<file path="config.mk">
export PLATFORM = sky130hd
export DESIGN_NAME = fir_pair_serializer
export DESIGN_NICKNAME = d
export VERILOG_FILES = /design/src/rtl/fir_pair_serializer.sv
export SDC_FILE = /design/constraint.sdc
export NUM_CORES = 1
export LEC_CHECK = 0
export CORE_UTILIZATION = 45
export CTS_BUF_LIST = sky130_fd_sc_hd__clkbuf_4 sky130_fd_sc_hd__clkbuf_8
export CTS_CLUSTER_DIAMETER = 200
export DETAILED_ROUTE_END_ITERATION = 7
export PLACE_DENSITY = 0.87
export SETUP_SLACK_MARGIN = 0.15
export SLEW_MARGIN = 20
export SYNTH_ARGS = -nofsm -noshare
export SYNTH_HDL_FRONTEND = slang
export SYNTH_SLANG_ARGS = --single-unit
</file>
<file path="constraint.sdc">
create_clock -name clk -period 1.95 [get_ports clk]
set_input_delay 0.39 -clock clk [delete_from_list [all_inputs] [get_ports clk]]
set_output_delay 0.39 -clock clk [all_outputs]
set_load 0.01 [all_outputs]
</file>
<file path="src/rtl/fir_pair_serializer.sv">
// fir_pair_serializer
//   Back end of the two-parallel FIR path. Accepts one (even, odd) accumulator
//   pair per input handshake, queues pairs in a small FIFO, and re-serialises
//   them into one sample stream: even sample first, then odd. Each sample is
//   scaled from IN_W accumulator precision down to OUT_W.
//
//   Optional feature macro: ROUND_SAT_EN
//     undefined : out = in[SHIFT+OUT_W-1:SHIFT] (truncate, wraps), sat_cnt = 0
//     defined   : round half up, saturate to OUT_W, sat_cnt counts saturated
//                 samples (sticks at 16'hFFFF)
//
//   Ports
//     clk, rst_n          clock, asynchronous active-low reset
//     in_valid/in_ready   pair handshake; in_even/in_odd hold the pair (signed)
//     out_valid/out_ready sample handshake; out_data scaled sample (signed)
//     out_phase           0 = even sample, 1 = odd sample
//     sat_cnt             saturated-sample counter
module fir_pair_serializer #(
  parameter int IN_W  = 64,
  parameter int OUT_W = 16,
  parameter int SHIFT = 15,
  parameter int DEPTH = 4
) (
  input  logic             clk,
  input  logic             rst_n,
  input  logic             in_valid,
  output logic             in_ready,
  input  logic [IN_W-1:0]  in_even,
  input  logic [IN_W-1:0]  in_odd,
  output logic             out_valid,
  input  logic             out_ready,
  output logic [OUT_W-1:0] out_data,
  output logic             out_phase,
  output logic [15:0]      sat_cnt
);

  localparam int AW = (DEPTH > 1) ? $clog2(DEPTH) : 1;
  localparam int CW = AW + 1;

  typedef enum logic {PH_EVEN = 1'b0, PH_ODD = 1'b1} phase_e;

  // Each entry holds {odd, even}.
  logic [2*IN_W-1:0] fifo_mem [DEPTH];

  logic [AW-1:0]    wr_ptr_q, wr_ptr_d, rd_ptr_q, rd_ptr_d;
  logic [CW-1:0]    count_q, count_d;
  logic             in_ready_q, in_ready_d;
  phase_e           phase_q, phase_d;
  logic             out_valid_q, out_valid_d;
  logic             out_phase_q, out_phase_d;
  logic [OUT_W-1:0] out_data_q, out_data_d;

  logic             push, pop, load, avail;
  logic [2*IN_W-1:0] head;
  logic [IN_W-1:0]  sample;
  logic [OUT_W-1:0] scaled;
  logic             sat;

`ifdef ROUND_SAT_EN
  localparam logic [IN_W:0] RND_HALF = (IN_W+1)'(1) << (SHIFT-1);
  localparam logic signed [IN_W:0] SAT_MAX =
    {{(IN_W-OUT_W+2){1'b0}}, {(OUT_W-1){1'b1}}};
  localparam logic signed [IN_W:0] SAT_MIN =
    {{(IN_W-OUT_W+2){1'b1}}, {(OUT_W-1){1'b0}}};

  logic [IN_W:0]        rnd_sum;
  logic signed [IN_W:0] rnd_shift;
  logic [15:0]          sat_cnt_q, sat_cnt_d;

  // One extra bit of headroom so adding the half-LSB can never overflow.
  always_comb begin
    rnd_sum   = {sample[IN_W-1], sample} + RND_HALF;
    rnd_shift = $signed(rnd_sum) >>> SHIFT;
    sat       = 1'b0;
    scaled    = rnd_shift[OUT_W-1:0];
    if (rnd_shift > SAT_MAX) begin
      scaled = {1'b0, {(OUT_W-1){1'b1}}};
      sat    = 1'b1;
    end else if (rnd_shift < SAT_MIN) begin
      scaled = {1'b1, {(OUT_W-1){1'b0}}};
      sat    = 1'b1;
    end
  end

  always_comb begin
    sat_cnt_d = sat_cnt_q;
    if (load && sat && (sat_cnt_q != 16'hFFFF)) begin
      sat_cnt_d = sat_cnt_q + 16'd1;
    end
  end

  assign sat_cnt = sat_cnt_q;
`else
  always_comb begin
    scaled = sample[SHIFT+OUT_W-1:SHIFT];
    sat    = 1'b0;
  end

  assign sat_cnt = 16'd0;
`endif

  always_comb begin
    push   = in_valid && in_ready_q;
    avail  = (count_q != '0);
    head   = fifo_mem[rd_ptr_q];
    sample = (phase_q == PH_ODD) ? head[2*IN_W-1:IN_W] : head[IN_W-1:0];
    // The output register refills whenever it is empty or being drained.
    load   = (!out_valid_q || out_ready) && avail;
    // A pair leaves the FIFO only once its odd half has been taken.
    pop    = load && (phase_q == PH_ODD);

    wr_ptr_d = push ? wr_ptr_q + AW'(1) : wr_ptr_q;
    rd_ptr_d = pop  ? rd_ptr_q + AW'(1) : rd_ptr_q;

    count_d = count_q;
    if (push && !pop) begin
      count_d = count_q + CW'(1);
    end else if (pop && !push) begin
      count_d = count_q - CW'(1);
    end
    // Registered so a same-cycle pop never reopens a full FIFO.
    in_ready_d = (count_d != CW'(DEPTH));

    phase_d     = phase_q;
    out_valid_d = out_valid_q;
    out_data_d  = out_data_q;
    out_phase_d = out_phase_q;
    if (load) begin
      out_valid_d = 1'b1;
      out_data_d  = scaled;
      out_phase_d = phase_q;
      phase_d     = (phase_q == PH_EVEN) ? PH_ODD : PH_EVEN;
    end else if (out_ready) begin
      out_valid_d = 1'b0;
    end
  end

  // Storage carries no reset; validity is tracked by the pointers.
  always_ff @(posedge clk) begin
    if (push) begin
      fifo_mem[wr_ptr_q] <= {in_odd, in_even};
    end
  end

  always_ff @(posedge clk or negedge rst_n) begin
    if (!rst_n) begin
      wr_ptr_q    <= '0;
      rd_ptr_q    <= '0;
      count_q     <= '0;
      in_ready_q  <= 1'b0;
      phase_q     <= PH_EVEN;
      out_valid_q <= 1'b0;
      out_phase_q <= 1'b0;
      out_data_q  <= '0;
`ifdef ROUND_SAT_EN
      sat_cnt_q   <= '0;
`endif
    end else begin
      wr_ptr_q    <= wr_ptr_d;
      rd_ptr_q    <= rd_ptr_d;
      count_q     <= count_d;
      in_ready_q  <= in_ready_d;
      phase_q     <= phase_d;
      out_valid_q <= out_valid_d;
      out_phase_q <= out_phase_d;
      out_data_q  <= out_data_d;
`ifdef ROUND_SAT_EN
      sat_cnt_q   <= sat_cnt_d;
`endif
    end
  end

  assign in_ready  = in_ready_q;
  assign out_valid = out_valid_q;
  assign out_data  = out_data_q;
  assign out_phase = out_phase_q;

endmodule
</file>
Yosys cells after proc, flatten, opt, wreduce, memory -nomap -nowiden:

Memory sizes are Yosys's and may differ from the RTL's.
Index checks and enable logic that the tools add are counted.

* bits in registers: 27
* bits in writable memories: 512
* logic and storage cells: 33
* memories kept: 1
* bits of input ports: 132
* output and inout port bits: 35

* add/sub/neg operators: 4
* reductions and logical operators: 11
* mux-type cells: 8
* eq/ne operators: 1

Memory list
* fifo_mem: words 4, width 128, rd ports 1, clocked after memory_dff 0, write ports 1, line 43 `logic [2*IN_W-1:0] fifo_mem [DEPTH];`

Operator list (count)
* two-way mux 31 bit: 1
* two-way mux 3 bit: 2
* logical AND 1 bit: 5
* two-way mux 1 bit: 5
* adder 2 x 1 -> 2 bit, second input constant: 2
* adder 3 x 1 -> 3 bit, second input constant: 1
* logical NOT 1 bit: 3
* inequality test 3 bit, second input constant: 1
* nonzero test 3 bit: 1
* subtractor 3 x 1 -> 3 bit, second input constant: 1
* nonzero test 2 bit: 1
* logical OR 1 bit: 1

Longest topological paths before layout:

Gate-level depths: netlist (run 1).

* depth after elaboration: 8
* depth in mapped cells: 7
* gate-level depth less buffers: 6

Worst setup path before layout (run 1):

Ideal clock, no wire load.

* path kind: flip-flop to flip-flop
* from: register wr_ptr_q[0]
* to: memory fifo_mem[0][15] (netlist bit) (enable)
* stages on the path, launching flop included: 4
* library setup time: 392 ps
* period minus slack after synthesis: 1852 ps
* path buffers: 0
* setup slack: 98 ps
* arrival: 1460 ps
* required time: 1558 ps
* path through: dfrtp_1 -> inv_1 -> ha_1 -> and3_1

RTL lines
* start, declared: line 45 `logic [AW-1:0] wr_ptr_q, wr_ptr_d, rd_ptr_q, rd_ptr_d;`
* start signal, assigned: line 159 `wr_ptr_q <= wr_ptr_d;`
* end, declared: line 43

Straight into the memory's write port.

Worst setup path after layout (run 1):

* from: register count_q[1]
* to: register in_ready_q (netlist: in_ready)

* cells in the longest elaborated chain, start to end: 7
* elaborated cells on any way between the ends: 11
* those cells by class: add/sub: 2; eq/ne: 1; mux: 2; reduce/logical: 6

RTL lines
* start, declared: line 46 `logic [CW-1:0] count_q, count_d;`
* start signal, assigned: line 161 `count_q <= count_d;`
* branches (longest 5 deep; another with subtractor 3 x 1 -> 3 bit)
* two-way mux 3 bit (*): line 116 `if (push && !pop) begin`
* inequality test 3 bit (*): line 122 `in_ready_d = (count_d != CW'(DEPTH));`
* named net in_ready_d: line 47 `logic in_ready_q, in_ready_d;`
* end signal, assigned: line 162 `in_ready_q <= in_ready_d;`
* end, declared: line 47

Mark *: on every way through the listed nets, which the timed path passes.
A chain may end at the register's enable or synchronous reset.

==> impl_summary.log, run 1 <==
[metrics] setup violators final: 0
[metrics] power per standard cell area: 1480 mW/mm^2
[metrics] number of antenna violations at the first check in global routing: 0
[metrics] standard cell area after detailed placement: 0.00703 sq mm
[metrics] relative contribution of combinational cells to total power: 35.0%
[metrics] async set-or-reset flop fraction in the synthesized netlist: 17.4%
[metrics] total design power: 11.1 mW
[metrics] worst min path class: input pin to async pin
[metrics] Leak Pwr: 2.73 nW
[metrics] Port-buffer cells: 54
[metrics] delay of the slowest critical-path stage: 0.39 ns
[metrics] TNS Setup: 0 ns
[metrics] clock power share: 21.5%
[metrics] clock latency reported for the late side of the worst-skew pair: 0.44 ns
[metrics] cell type with the highest aggregate area in the netlist: sky130_fd_sc_hd__edfxtp_1
[metrics] clk slew on worst S/H paths: 0.08 ns
[metrics] share of layout cells above drive strength 1: 22.9%
[metrics] max-cap violations: 0
[metrics] hold slack: 0.338 ns
[metrics] via count of the first global-routing pass: 3217
[metrics] most common flop cell mapped by yosys: sky130_fd_sc_hd__edfxtp_1
[metrics] global router's overall resource usage: 17.2%
[metrics] effective utilization at floorplan: 46.2%
[metrics] vertical die dimension: 119 um
[metrics] gr ovfl total: 0
[metrics] num ports: 167
[metrics] number of routed nets with antenna violations: 0
[metrics] routed wire length per instance: 19.5 um
[metrics] Arr. time, crit path: 2.10 ns
[metrics] detailed-route DRC error count: 0
[metrics] Cell variety after synth: 34
[metrics] Post-synth EDFFs: 128
[metrics] sequential power share: 43.5%
[metrics] 1st-iter DRT viols: 260
[metrics] Cell Rows: 42
[metrics] routability congestion estimate: 0.761
[metrics] total non-filler cell area in the finished layout: 0.00751 sq mm
[metrics] CTS tree: built
[metrics] H-Tree Level Count: 4
[metrics] final design utilization: 56.5%
[metrics] mean number of vias per cell: 5.35
[metrics] mapped cell area: 0.00614 sq mm
[metrics] most used standard cell by instance count after synthesis: sky130_fd_sc_hd__edfxtp_1
[metrics] CP delay by family, top: simple AND/OR/NAND/NOR gates
[metrics] share of the cycle needed by the critical path after routing: 89.5%
[metrics] leading cell types by count after synthesis: 128 x sky130_fd_sc_hd__edfxtp_1, 30 x sky130_fd_sc_hd__mux4_2, 27 x sky130_fd_sc_hd__dfrtp_1
[metrics] count of buffer and inverter cells on the critical path: 1
[metrics] number of warnings printed during yosys synthesis: 0
[metrics] maximum ir drop on the vdd rail: 1020 uV
[metrics] Core Box Area: 0.0133 sq mm
[metrics] Clk Tree Root Cell: sky130_fd_sc_hd__clkbuf_8
[metrics] antenna fix cells: 0
[metrics] post-synthesis cell count: 306
[metrics] width of the die: 119 um
[metrics] net load switching power: 3.26 mW
[metrics] timing-limited maximum frequency: 573 MHz
[metrics] switching share of total power: 29.3%
[metrics] CP Class: flip-flop to flip-flop
[metrics] half-perimeter wire length after placement: 7110 um
[metrics] wire length of the first global-routing pass: 17500 um
[metrics] status: finished, final reports clean
[metrics] total internal power: 7.86 mW
[metrics] ranking of synthesized cells by area: sky130_fd_sc_hd__edfxtp_1 63%, sky130_fd_sc_hd__dfrtp_1 11%, sky130_fd_sc_hd__mux4_2 11%, sky130_fd_sc_hd__a221o_1 2.6%, sky130_fd_sc_hd__buf_4 2.2%
[metrics] fin cells: 577
[metrics] Fill cells: 976
[metrics] largest fanout on the critical path: 4
[metrics] RSZ-0062 raised after global routing: yes
[metrics] total iterations of the first detailed-routing run: 4
[metrics] maximum number of pins on one net before global-route repair: 29
[metrics] Total Wirelength: 11200 um
[metrics] number of buffers inserted during clock tree synthesis: 17
[metrics] post-synth top area share: 62.6%
[metrics] clock net sink count: 155
[metrics] sequential area share after synthesis: 73.6%
[metrics] worst slack at placement: 0.00106 ns
[metrics] number of flip-flops and latches in the synthesized netlist: 155
[metrics] Critical Path Source Type: flip-flop
[metrics] total placed cells including tap cells: 541
[metrics] minimum setup slack in the final design: 0.205 ns
[metrics] number of hold violations in the final report: 0
[metrics] critical-path cell with the highest stage delay: sky130_fd_sc_hd__dfrtp_1
[metrics] area of the die: 0.0141 sq mm
[metrics] syn_area_per_cell: 20.1 sq um
[metrics] Critical Path RT: 2.31 ns
[metrics] shortest period the worst path allows: 1.74 ns
[metrics] Final Net Count: 528
[metrics] clock skew after layout: 0.00911 ns
[metrics] pins over their slew limit: 0
[metrics] Area growth syn-to-layout: 22.2%
[metrics] clk buf depth: 2
[metrics] cells along the critical path: inv_1, ha_1, nor2b_1, nor3_4, mux2_2, o21ai_0
[metrics] Crit. End Element: flip-flop
[metrics] vias after detailed routing: 3088
final timing paths:
path	start	to	slack (ns)	cells past startpoint
setup / recovery	count_q[1]	in_ready	0.21	6
hold / removal	rst_n	out_data[1]	0.34	2
setup reg to reg	count_q[1]	in_ready	0.21	6
hold reg to reg	out_phase	out_phase	0.49	2
max in group asynchronous	rst_n	in_ready	1.30	2
min in group clk	out_phase	out_phase	0.49	2
cell type report:
class                   instances  area (sq um)  area share, %
clock buffers                  18           248           3.30
clock inverters                13           150           2.00
inverters                       6          22.5          0.300
multi-input cells             129          1440           19.2
flip-flops and latches        155          4520           60.2
well taps                     176           220           2.93
repair buffers                 80           906           12.1
repair_timing:
item,4_1_cts,5_1_grt
hold endpoints to repair,0,0
resized for setup,3,12
setup buffers,2,2
hold buffers,0,0
endpoints found under the setup margin,4,15
cloned,0,1
pin swaps,1,1
placed cells by master (no fill, tap or decap), drive strengths merged, types with 4 or more instances in the layout:
cell type	netlist	layout
ha	7	7
buf	26	25
clkdlybuf4s50	0	40
nand2	7	7
clkinv	0	7
clkbuf	5	19
dlymetal6s2s	0	12
nor3b	16	16
inv	6	7
mux4	32	32
nand3	5	5
a221o	16	16
conb	1	16
edfxtp	128	128
dfrtp	27	27
and3	4	4
xnor2	6	6
flip-flops by register name (all words and copies together) (netlist names):
name       cells
count_q        3
fifo_mem     128
in_ready       1
out_data      16
out_phase      1
out_valid      1
phase_q        1
rd_ptr_q       2
wr_ptr_q       2
worst register-to-register path: stages, from the launching register on:
cell and delay (ns):
sky130_fd_sc_hd__dfrtp_1 0.39, sky130_fd_sc_hd__inv_1 0.10, sky130_fd_sc_hd__ha_1 0.21, sky130_fd_sc_hd__nor2b_1 0.17, sky130_fd_sc_hd__nor3_4 0.30, sky130_fd_sc_hd__mux2_2 0.37, sky130_fd_sc_hd__o21ai_0 0.13
per-layer routing:
| layer | global-route usage [%] | wire, um | vias to the layer above |
|---|---|---|---|
| met5 | 0 | 0 | - |
| met1 | 20.1 | 4570 | 1611 |
| met2 | 30.0 | 5980 | 91 |
| li1 | - | - | 1378 |
| met3 | 6.37 | 589 | 8 |
| met4 | 4.43 | 80 | 0 |
cell families after synthesis:
logic type                 share of synthesized area, %
other                                            0.0610
xor gates and xnor gates                          0.855
AOI/OAI and AO/OA                                  3.65
and+or+nand+nor                                    4.13
adders and majority gates                          1.59
muxes                                              12.2
buffers and inverters                              3.95
DFF                                                73.6
power groups by stage:
| stage | combinational (mW) | clock (mW) | sequential (mW) |
|---|---|---|---|
| 2_1_floorplan | 2.41 | 0 | 4.89 |
| 3_3_place_gp | 3.74 | 0 | 4.88 |
| 3_5_place_dp | 3.84 | 0 | 4.94 |
| 4_1_cts | 3.90 | 2.44 | 4.85 |
| 5_1_grt | 4.20 | 2.57 | 4.92 |
| 6_report | 3.90 | 2.39 | 4.84 |
Note: power is estimated with default switching activity, not from simulation.
==> run 2: changes to the inputs <==
CORE_UTILIZATION = 47   (was 45)
clock period = 1.7 ns   (was 1.95 ns; I/O delays follow)
==> run 2 against run 1 <==
  * Sequential share of layout area down 2.3 points
  * Final cell count is 2.9% higher
  * Non-clock buffer count grew 19
  * First-iteration DRC count decreased by 10%
  * Clock skew increased by 0.0053 ns
  * Register-to-register slack got worse by 0.27 ns
  * Global-route usage grew 1.8 points
  * The run now ends with negative setup slack left
  * Clock-buffer cell count increased by 6
  * Total power up 24%
  * Flip-flop and latch count stayed put
==> impl_summary.log, run 2 (synthesis results as in run 1) <==
[metrics] routability congestion estimate: 0.759 (was 0.761)
[metrics] number of routed nets with antenna violations: 0 (unchanged)
[metrics] most common library cell in the layout ignoring fill and taps: sky130_fd_sc_hd__edfxtp_1 (unchanged)
[metrics] timing-limited maximum frequency: 567 MHz (was 573 MHz)
[metrics] met1 usage: 23.4% (was 20.1%)
[metrics] Cell Rows: 41 (was 42)
[metrics] Final Net Count: 547 (was 528)
[metrics] global router's overall resource usage: 19.0% (was 17.2%)
[metrics] fraction of met2 tracks used by global routing: 31.9% (was 30.0%)
[metrics] standard cell area after detailed placement: 0.00718 sq mm (was 0.00703 sq mm)
[metrics] net load switching power: 4.07 mW (was 3.26 mW)
[metrics] violated checks: negative setup slack
[metrics] RSZ-0062 raised after global routing: yes (unchanged)
[metrics] Core Box Area: 0.0127 sq mm (was 0.0133 sq mm)
[metrics] Leak Pwr: 2.80 nW (was 2.73 nW)
[metrics] CTS tree: built (unchanged)
[metrics] vertical die dimension: 116 um (was 119 um)
[metrics] detailed-route DRC error count: 0 (unchanged)
[metrics] clk slew on worst S/H paths: 0.08 ns (about the same)
[metrics] Critical Path RT: 2.02 ns (was 2.31 ns)
[metrics] count of buffer and inverter cells on the critical path: 2 (was 1)
[metrics] num ports: 167 (unchanged)
[metrics] Arr. time, crit path: 2.08 ns (was 2.10 ns)
[metrics] gr ovfl total: 0 (unchanged)
[metrics] share of the cycle needed by the critical path after routing: 104% (was 89.5%)
[metrics] delay of the slowest critical-path stage: 0.52 ns (was 0.39 ns)
[metrics] critical-path cell with the highest stage delay: sky130_fd_sc_hd__mux4_2 (was sky130_fd_sc_hd__dfrtp_1)
[metrics] total internal power: 9.71 mW (was 7.86 mW)
[metrics] clock latency reported for the late side of the worst-skew pair: 0.44 ns (about the same)
[metrics] Most common cell on crit path: sky130_fd_sc_hd__buf_12
[metrics] cells along the critical path: buf_12, buf_12, mux4_2, nor3b_1, a221o_1 (was inv_1, ha_1, nor2b_1, nor3_4, mux2_2, o21ai_0)
[metrics] CP delay by family, top: multiplexers (was simple AND/OR/NAND/NOR gates)
[metrics] wire length of the first global-routing pass: 18000 um (was 17500 um)
[metrics] sequential power share: 40.4% (was 43.5%)
[metrics] switching share of total power: 29.5% (was 29.3%)
[metrics] clk buf depth: 2 (unchanged)
[metrics] H-Tree Level Count: 4 (unchanged)
[metrics] Clk Tree Root Cell: sky130_fd_sc_hd__clkbuf_8 (unchanged)
[metrics] Total Wirelength: 12700 um (was 11200 um)
[metrics] instance count on the critical path: 5 (was 6)
[metrics] highest-count cells in the layout ignoring fill and taps: 128 x sky130_fd_sc_hd__edfxtp_1, 35 x sky130_fd_sc_hd__clkdlybuf4s50_1, 32 x sky130_fd_sc_hd__mux4_2 (was 128 x sky130_fd_sc_hd__edfxtp_1, 40 x sky130_fd_sc_hd__clkdlybuf4s50_1, 30 x sky130_fd_sc_hd__mux4_2)
[metrics] clock power share: 21.0% (was 21.5%)
[metrics] TNS Setup: -0.329 ns (was 0 ns)
[metrics] CP Class: flip-flop to flip-flop (unchanged)
[metrics] mean number of vias per cell: 5.46 (was 5.35)
[metrics] Area growth syn-to-layout: 27.0% (was 22.2%)
[metrics] vias after detailed routing: 3246 (was 3088)
[metrics] share of layout cells above drive strength 1: 29.5% (was 22.9%)
[metrics] relative contribution of combinational cells to total power: 38.6% (was 35.0%)
[metrics] pins over their slew limit: 0 (unchanged)
[metrics] number of hold buffers added after CTS: 0 (unchanged)
[metrics] width of the die: 116 um (was 119 um)
[metrics] R2R depth: 5 (was 6)
[metrics] hold slack: 0.251 ns (was 0.338 ns)
[metrics] power per standard cell area: 1770 mW/mm^2 (was 1480 mW/mm^2)
[metrics] total non-filler cell area in the finished layout: 0.00780 sq mm (was 0.00751 sq mm)
[metrics] area of the die: 0.0135 sq mm (was 0.0141 sq mm)
[metrics] effective utilization at floorplan: 48.5% (was 46.2%)
[metrics] largest fanout on the critical path: 7 (was 4)
[metrics] maximum ir drop on the vdd rail: 673 uV (was 1020 uV)
[metrics] number of hold violations in the final report: 0 (unchanged)
[metrics] minimum setup slack in the final design: -0.0622 ns (was 0.205 ns)
[metrics] number of buffers inserted during clock tree synthesis: 17 (unchanged)
[metrics] global-route met3 utilization: 4.93% (was 6.37%)
[metrics] max-cap violations: 0 (unchanged)
[metrics] number of antenna violations at the first check in global routing: 0 (unchanged)
[metrics] clock skew after layout: 0.0144 ns (was 0.00911 ns)
[metrics] half-perimeter wire length after placement: 7510 um (was 7110 um)
[metrics] Crit. End Element: flip-flop (unchanged)
[metrics] setup violators final: 10 (was 0)
[metrics] worst min path class: input pin to async pin (unchanged)
[metrics] Largest Register: fifo_mem (unchanged)
[metrics] Critical Path Source Type: flip-flop (unchanged)
[metrics] routed wire length per instance: 21.4 um (was 19.5 um)
[metrics] Port-buffer cells: 54 (unchanged)
[metrics] via count of the first global-routing pass: 3334 (was 3217)
[metrics] 1st-iter DRT viols: 233 (was 260)
[metrics] flip-flop count of the largest register, all copies and words added: 128 (unchanged)
[metrics] maximum number of pins on one net before global-route repair: 23 (was 29)
[metrics] shortest period the worst path allows: 1.76 ns (was 1.74 ns)
[metrics] Most Crowded Layer GR: met2 (unchanged)
[metrics] clock net sink count: 155 (unchanged)
[metrics] total iterations of the first detailed-routing run: 5 (was 4)
[metrics] final design utilization: 61.6% (was 56.5%)
[metrics] status: finished with violations (was finished, final reports clean)
run 2: cell count changes in the layout (fill, tap and decap cells not counted), sizes merged:
cell           change
dlymetal6s2s      -12
dlygate4sd2       +17
buf               +17
clkinvlp           -1
diode              +1
clkbuf             +8
inv                -1
clkinv             -3
clkdlybuf4s50      -5
run 2: power by group through the flow:
stage | combinational [mW] | sequential (mW) | clock (mW)
after global routing | 5.67 | 5.64 | 3.08
after CTS | 4.81 | 5.57 | 2.92
after global placement | 4.64 | 5.60 | 0
after detailed placement | 4.78 | 5.66 | 0
final | 5.32 | 5.56 | 2.89
after floorplan | 2.87 | 5.62 | 0
run 2: what timing repair did:
| item | 4_1_cts | 5_1_grt |
|---|---|---|
| endpoints found under the hold margin | 0 | 0 |
| resized for setup | 22 | 8 |
| setup endpoints to repair | 38 | 19 |
| gates cloned | 0 | 3 |
| pin swaps | 1 | 5 |
| buffers inserted | 4 | 6 |
run 2: layout make-up:
class | instances | area (sq um)
Timing Repair Buffer | 99 | 1130
Tap cell | 172 | 215
Fill cell | 863 | 4870
Clock buffer | 24 | 312
Multi-Input combinational cell | 129 | 1480
Sequential cell | 155 | 4520
Clock inverter | 8 | 116
Inverter | 6 | 22.5
Antenna cell | 1 | 2.50
run 2: stage by stage:
| step | std cells | setup WS (ns) | power, mW |
|---|---|---|---|
| floorplan | 321 | 0.0931 | 8.49 |
| detailed placement | 548 | -0.138 | 10.4 |
| global placement | 548 | -0.105 | 10.2 |
| CTS | 584 | -0.0368 | 13.3 |
| finish | 594 | -0.0622 | 13.8 |
| global route | 593 | -0.0904 | 14.4 |
run 2: final timing paths:
path / from / end / slack [ns]
max: rd_ptr_q[0] / out_data[13] / -0.06
min: rst_n / out_data[2] / 0.25
max reg2reg: rd_ptr_q[0] / out_data[13] / -0.06
min reg2reg: out_phase / out_phase / 0.47
max in group asynchronous: rst_n / in_ready / 1.17
min in group clk: out_phase / out_phase / 0.47
run 2: routing by layer:
metal / wire length (um) / share of wire [%]
met1: 4860 / 38
met5: 0 / 0
met4: 368 / 2.9
met3: 957 / 7.5
met2: 6510 / 51
==> run 3: changes to the inputs <==
SLEW_MARGIN = default   (was 20)
==> results of run 3 <==
Same layout as run 2: the final DEF is identical, and so are final timing and power.
